### src/rtl/loader_pkg.sv
// Shared types and command codes for the byte-stream program loader.
package loader_pkg;

  typedef enum logic [3:0] {
    S_IDLE,
    S_ADDR_HI,
    S_ADDR_LO,
    S_COUNT,
    S_DATA_HI,
    S_DATA_LO,
    S_CHECK,
    S_RUN_START,
    S_RUN_WAIT
  } loader_state_t;

  localparam logic [7:0] CMD_LOAD_I = 8'h01;
  localparam logic [7:0] CMD_LOAD_D = 8'h02;
  localparam logic [7:0] CMD_RUN    = 8'h03;

endpackage

### src/rtl/prog_loader.sv
// Parses framed load/run commands from a byte stream, writes instruction ROM
// and data memory, and runs the core through its start/halt handshake.
module prog_loader
  import loader_pkg::*;
(
  input  logic        CLK,
  input  logic        RST_N,
  input  logic [7:0]  rx_data,
  input  logic        rx_valid,
  output logic        rx_ready,
  output logic        imem_we,
  output logic [15:0] imem_addr,
  output logic [8:0]  imem_wdata,
  output logic        dmem_we,
  output logic [7:0]  dmem_addr,
  output logic [7:0]  dmem_wdata,
  output logic        start,
  input  logic        halt_program,
  output logic        busy,
  output logic        done,
  output logic        err
);

  loader_state_t r_state;
  loader_state_t w_next_state;

  logic        r_is_instr;
  logic [15:0] r_addr;
  logic [8:0]  r_cnt;
  logic [7:0]  r_sum;
  logic        r_hi;
  logic        r_err;
  logic        r_done;
  logic        r_imem_we;
  logic [15:0] r_imem_addr;
  logic [8:0]  r_imem_wdata;
  logic        r_dmem_we;
  logic [7:0]  r_dmem_addr;
  logic [7:0]  r_dmem_wdata;

  logic w_accept;
  logic w_load_cmd;
  logic w_last_word;
  logic [7:0] w_sum_next;

  assign rx_ready    = (r_state != S_RUN_START) && (r_state != S_RUN_WAIT);
  assign busy        = (r_state != S_IDLE);
  assign start       = (r_state == S_RUN_START);
  assign w_accept    = rx_valid && rx_ready;
  assign w_load_cmd  = (rx_data == CMD_LOAD_I) || (rx_data == CMD_LOAD_D);
  assign w_last_word = (r_cnt == 9'd1);
  assign w_sum_next  = r_sum + rx_data;

  assign imem_we    = r_imem_we;
  assign imem_addr  = r_imem_addr;
  assign imem_wdata = r_imem_wdata;
  assign dmem_we    = r_dmem_we;
  assign dmem_addr  = r_dmem_addr;
  assign dmem_wdata = r_dmem_wdata;
  assign done       = r_done;
  assign err        = r_err;

  // NOTE: next state gets a default before the case so no path infers a latch.
  always_comb begin
    w_next_state = r_state;
    unique case (r_state)
      S_IDLE: begin
        if (w_accept && w_load_cmd)              w_next_state = S_ADDR_HI;
        else if (w_accept && rx_data == CMD_RUN) w_next_state = S_RUN_START;
      end
      S_ADDR_HI: if (w_accept) w_next_state = S_ADDR_LO;
      S_ADDR_LO: if (w_accept) w_next_state = S_COUNT;
      S_COUNT:   if (w_accept) w_next_state = r_is_instr ? S_DATA_HI : S_DATA_LO;
      S_DATA_HI: if (w_accept) w_next_state = S_DATA_LO;
      S_DATA_LO: begin
        if (w_accept) begin
          if (w_last_word)     w_next_state = S_CHECK;
          else if (r_is_instr) w_next_state = S_DATA_HI;
          else                 w_next_state = S_DATA_LO;
        end
      end
      S_CHECK:     if (w_accept) w_next_state = S_IDLE;
      S_RUN_START: w_next_state = S_RUN_WAIT;
      S_RUN_WAIT:  if (halt_program) w_next_state = S_IDLE;
      default:     w_next_state = S_IDLE;
    endcase
  end

  // NOTE: all sequential state uses non-blocking assignments so every register
  // samples the pre-edge values regardless of statement order.
  always_ff @(posedge CLK or negedge RST_N) begin
    if (!RST_N) begin
      r_state <= S_IDLE;
    end else begin
      r_state <= w_next_state;
    end
  end

  // Reset also drops any write strobe that was pending for the next cycle.
  always_ff @(posedge CLK or negedge RST_N) begin
    if (!RST_N) begin
      r_is_instr   <= 1'b0;
      r_addr       <= '0;
      r_cnt        <= '0;
      r_sum        <= '0;
      r_hi         <= 1'b0;
      r_err        <= 1'b0;
      r_done       <= 1'b0;
      r_imem_we    <= 1'b0;
      r_imem_addr  <= '0;
      r_imem_wdata <= '0;
      r_dmem_we    <= 1'b0;
      r_dmem_addr  <= '0;
      r_dmem_wdata <= '0;
    end else begin
      r_imem_we <= 1'b0;
      r_dmem_we <= 1'b0;
      if (w_accept) r_sum <= w_sum_next;

      unique case (r_state)
        S_IDLE: begin
          if (w_accept) begin
            r_sum <= rx_data;
            if (w_load_cmd || rx_data == CMD_RUN) begin
              r_err      <= 1'b0;
              r_done     <= 1'b0;
              r_is_instr <= (rx_data == CMD_LOAD_I);
            end else begin
              r_err <= 1'b1;
            end
          end
        end
        S_ADDR_HI: if (w_accept) r_addr[15:8] <= rx_data;
        S_ADDR_LO: if (w_accept) r_addr[7:0]  <= rx_data;
        S_COUNT:   if (w_accept) r_cnt <= (rx_data == 8'd0) ? 9'd256 : {1'b0, rx_data};
        S_DATA_HI: begin
          if (w_accept) begin
            r_hi <= rx_data[0];
            if (|rx_data[7:1]) r_err <= 1'b1;
          end
        end
        S_DATA_LO: begin
          if (w_accept) begin
            if (r_is_instr) begin
              r_imem_we    <= 1'b1;
              r_imem_addr  <= r_addr;
              r_imem_wdata <= {r_hi, rx_data};
            end else begin
              r_dmem_we    <= 1'b1;
              r_dmem_addr  <= r_addr[7:0];
              r_dmem_wdata <= rx_data;
            end
            r_addr <= r_addr + 16'd1;
            r_cnt  <= r_cnt - 9'd1;
          end
        end
        S_CHECK:    if (w_accept && w_sum_next != 8'h00) r_err <= 1'b1;
        S_RUN_WAIT: if (halt_program) r_done <= 1'b1;
        default: ;
      endcase
    end
  end

endmodule

### config.mk
export PLATFORM = sky130hd
export DESIGN_NAME = prog_loader
export DESIGN_NICKNAME = d
export VERILOG_FILES = /design/src/rtl/loader_pkg.sv /design/src/rtl/prog_loader.sv
export SDC_FILE = /design/constraint.sdc
export NUM_CORES = 1
export LEC_CHECK = 0
export ABC_CLOCK_PERIOD_IN_PS = 4100
export CAP_MARGIN = 10
export CORE_MARGIN = 4
export CORE_UTILIZATION = 45
export CTS_CLUSTER_SIZE = 12
export DETAILED_ROUTE_END_ITERATION = 8
export GPL_TIMING_DRIVEN = 0
export PLACE_DENSITY = 0.71
export REMOVE_ABC_BUFFERS = 1
export SYNTH_ARGS = -nofsm -noshare
export SYNTH_HDL_FRONTEND = slang
export SYNTH_SLANG_ARGS = --single-unit
### constraint.sdc
create_clock -name CLK -period 4.1 [get_ports CLK]
set_input_delay 0.41 -clock CLK [delete_from_list [all_inputs] [get_ports CLK]]
set_output_delay 0.41 -clock CLK [all_outputs]
set_load 0.005 [all_outputs]
Word level (Yosys, flattened, before mapping)
Cells that the tools add are included.
{"block": "totals", "elab_cells": 111, "input_bits": 12, "output_inout_bits": 48, "register_bits": 84}
{"block": "op_classes", "muxes": 39, "addsub": 3, "n_bitwise": 1, "n_eq_ne": 26, "reduce_logical": 27}
{"cell": "$mux 4", "n": 9}
{"cell": "$pmux 4 s9", "n": 1}
{"cell": "$mux 8", "n": 4}
{"cell": "$pmux 8 s2", "n": 2}
{"cell": "$mux 9", "n": 3}
{"cell": "$ne 2x2->1 const B", "n": 11}
{"cell": "$pmux 9 s2", "n": 1}
{"cell": "$reduce_and 3->1", "n": 6}
{"cell": "$add 16x1->16 const B", "n": 1}
{"cell": "$eq 4x3->1 const B", "n": 4}
{"cell": "$eq 8x2->1 const B", "n": 2}
{"cell": "$mux 16", "n": 1}
{"cell": "$mux 1", "n": 15}
{"cell": "$eq 9x1->1 const B", "n": 1}
{"cell": "$sub 9x1->9 const B", "n": 1}
{"cell": "$add 8x8->8", "n": 1}
{"cell": "$eq 4x2->1 const B", "n": 2}
{"cell": "$eq 8x1->1 const B", "n": 1}
{"cell": "$logic_not 8->1", "n": 1}
{"cell": "$reduce_and 8->1", "n": 1}
{"cell": "$reduce_bool 2->1", "n": 4}
{"cell": "$reduce_bool 8->1", "n": 1}
{"cell": "$reduce_or 7->1", "n": 1}
{"cell": "$logic_and 1x1->1", "n": 5}
{"cell": "16 further kinds", "n": 17}

Depth between registers and ports, before layout
{"block": "logic_depth", "word_depth": 7, "mapped_depth": 8, "ltp_nobuf": 7}

Least setup slack after synthesis
No wires, ideal clock.
{"block": "synth_timing", "path_type": "in2reg", "startpoint": "input rx_data[0]", "endpoint": "register r_err, in the netlist err", "arrival_ps": 2361, "path_buffers": 0, "t_required_ps": 3971, "path_stages": 6, "path_slack_ps": 1610, "cell_sequence": "ha_1 fa_1 a211oi_1 nor4b_1 or4_1 o41a_1"}
{"block": "synth_between", "elab_chain_len": 6, "elab_cells_between_ends": 13}
{"item": "from (decl)", "line_no": "prog_loader.sv:8", "text": "input logic [7:0] rx_data,"}
{"item": "parallel branches: the longest is 6 deep, another holds $add 8x8->8"}
{"item": "to (signal assigned)", "line_no": "prog_loader.sv:125", "text": "r_err <= 1'b0;"}
{"item": "to (signal assigned)", "line_no": "prog_loader.sv:129", "text": "r_err <= 1'b1;"}
{"item": "to (signal assigned)", "line_no": "prog_loader.sv:139", "text": "if (|rx_data[7:1]) r_err <= 1'b1;"}
{"item": "to (decl)", "line_no": "prog_loader.sv:32", "text": "logic r_err;"}
Several ways; the timed one is not identified. The select of a mux whose other input is x is not followed.
A chain may end at the register's enable or synchronous reset.

Worst setup path in the final report
Ends and elaborated chain as after synthesis.

==> impl_metrics.yaml <==
status:
  outcome: "completed"
cells_and_area:
  final_cell_area_um2: 5380
  nNetsFinal: 512
  final_cells: 627
  diodes: 0
  syn_to_final_growth_pct: 19.5
  fin_util: 0.550
  layout-drive-gt1-share: 0.154
  final_common_cell: "dfrtp_1"
  layout_common_cells: "dfrtp_1, clkdlybuf4s50_1, mux2_2"
die:
  die_h_um: 108
  die_w_um: 108
  fp.dieArea_um2: 11700
  rows: 36
  start_util: 0.460
  placeableCoreArea_um2: 9770
  io_pins: 60
route:
  drt-initial-drc-count: 294
  via_per_inst: 5.70
  wl_um: 10600
  antenna_left: 0
  vias: 3577
  dr.pass1.iters: 4
  routedWlPerCell_um: 16.9
  drc_errors: 0
yosys:
  syn_area_um2: 4500
  synthDistinctLibCells: 67
  synth_edf_count: 0
  synth_flop_cell: "dfrtp_1"
  synth_area_leaders: "dfrtp_1, mux2_2, a21oi_1"
  synthArstFlopShare: 1.00
  synth-simple-area-share: 0.157
  synth_top_family_by_area: "compound AO/OA/AOI/OAI gates"
  netlist_instances: 442
  ys_seq_elements: 84
  synth_xor_area_frac: 0.0136
  synth-compound-area-share: 0.180
  avgSynthCellArea_um2: 10.2
  synth_top_area_frac: 0.467
  synth_seq_area_share: 0.467
  synth_mux_area_frac: 0.116
  synthAdderAreaFrac: 0.0323
  yosys_warnings: 0
  yosysTopAreaCell: "dfrtp_1"
grt:
  grtUsageTotal: 0.188
  grt_pass1_vias: 3361
  antenna_found_initial: 0
  grt_overflow: 0
  grt_max_degree: 73
  grt_pass1_wl_um: 17300
timing:
  fin_crit_ns: 3.30
  skew_ns: 0.0116
  slew_viol_final: 0
  max_freq_mhz: 303
  slew_headroom: 0.210
  rsz0062_at_grt: "false"
  worst_pin_slew_ns: 1.19
  post-route-period-util: 0.805
  holdWs_ns: 0.467
  hold_viol: 0
  finalSetupViolCount: 0
worst_setup_path:
  cp_cell_sequence: "clkdlybuf4s50_1 > ha_1 > fa_1 > a211oi_1 > nor4b_1 > or4_1 > o41a_1"
  crit_fanout: 11
  arrival_ns: 3.54
  reg2reg_to: "dmem_addr[3]"
  slowest_stage: "clkdlybuf4s50_1"
  rrSetupSlack_ns: 0.97
  end_kind: "flop"
  startpoint_type: "input port"
  r2r_start: "r_state[2]"
  cp_data_required_time_ns: 4.33
  cpPeakStageDelay_ns: 0.74
  critPathKind: "input port to flop"
  rr_worst_depth: 4
min_path:
  hold_class: "input port to asynchronous set/reset pin"
clock_tree:
  cts_buffers: 9
  clockBufferDepth: 2
  postCtsHoldBufs: 1
  cts_tree: "yes"
  path_clk_slew_ns: 0.08
  clock-root-buffer: "clkbuf_8"
  cts_resized: 0
  cts_setup_buffers: 0
  cts_sinks: 84
  h-tree-depth: 3
  insertion_delay_ns: 0.36
pwr:
  power.density_nw_per_um2: 655
  p_leak_nw: 2.29
  max-vdd-ir-drop_mv: 0.322
  finalPower_mw: 3.52
place:
  placedInstanceArea_um2: 5170
  dp.cells: 610
  dp_hpwl_um: 7250
  routabilityCongestion: 0.833
  io_buffer_count: 59
flow_run:
  maxCapViolCount: 0
==> synthesized netlist by cell type, types with 4 or more instances <==
master     n
o21ai_0   29
inv_1      8
and3_1     6
a31oi_1    4
clkbuf_1  12
buf_2     10
mux2_2    41
dfrtp_1   84
o31a_1     4
nor2b_1    4
o22a_1    10
a21oi_1   38
o21a_1     4
ha_1      10
mux2i_1    5
xnor2_1    4
nor2_1    38
nor3_1     9
o211ai_1   4
nor4_1     5
nand3_1   13
nand2_1   35
==> state kept, by name (all words and copies together), names as in the netlist, 4 cells and up, named ones only <==
name / count
r_addr: 16
dmem_wdata: 8
r_state: 4
imem_wdata: 9
r_cnt: 9
imem_addr: 16
dmem_addr: 8
==> power breakdown <==
group	internal, mW	switching (mW)
clock network	0.287	0.316
registers	1.10	0.306
logic	0.746	0.768
==> per-stage QoR <==
stage,setup TNS (ns),worst slack (ns)
floorplan,0,1.61
global placement,-38.41,-0.464
detailed placement,0,0.468
CTS,0,0.821
global route,0,0.656
finish,0,0.798
==> worst max-delay path by stage <==
stage	from	to	slack, ns	cells past startpoint
5_1_grt	rx_data[0]	err	0.66	7
4_1_cts	rx_data[0]	err	0.82	7
6_report	rx_data[0]	err	0.80	7
3_3_place_gp	RST_N	dmem_we	-0.46	1
3_5_place_dp	rx_data[0]	err	0.47	7
2_1_floorplan	rx_data[0]	err	1.61	6
==> cell type report <==
cell class	instances	area, um2
clock buffer	10	128
clock inverter	6	71.3
fill	872	4400
inverter	9	33.8
multi-input combinational	324	2250
sequential	84	2100
tap	133	166
timing repair buffer	61	626
==> per-layer routing <==
metal | vias up | share of wire | track usage
met2 | 88 | 0.47 | 0.294
met4 | 0 | 0.015 | 0.0667
met3 | 13 | 0.043 | 0.0376
li1 | 1728 | - | -
met1 | 1748 | 0.47 | 0.261
met5 | - | 0 | 0
==> kinds of logic after synthesis <==
kind of cell | Yosys count
adders and majority gates | 11
AOI/OAI and AO/OA | 125
xor gates and xnor gates | 7
and+or+nand+nor | 134
DFF | 84
buffers and inverters | 34
muxes | 47
==> worst max-delay path: cells and delay by family <==
kind                     cells  cell delay, ns
AND/OR/NAND/NOR              2            0.65
AO/OA/AOI/OAI                2            0.86
buffers and inverters        1            0.74
adder cells (fa/ha/maj)      2            0.86
(Power assumes the default switching activity.)
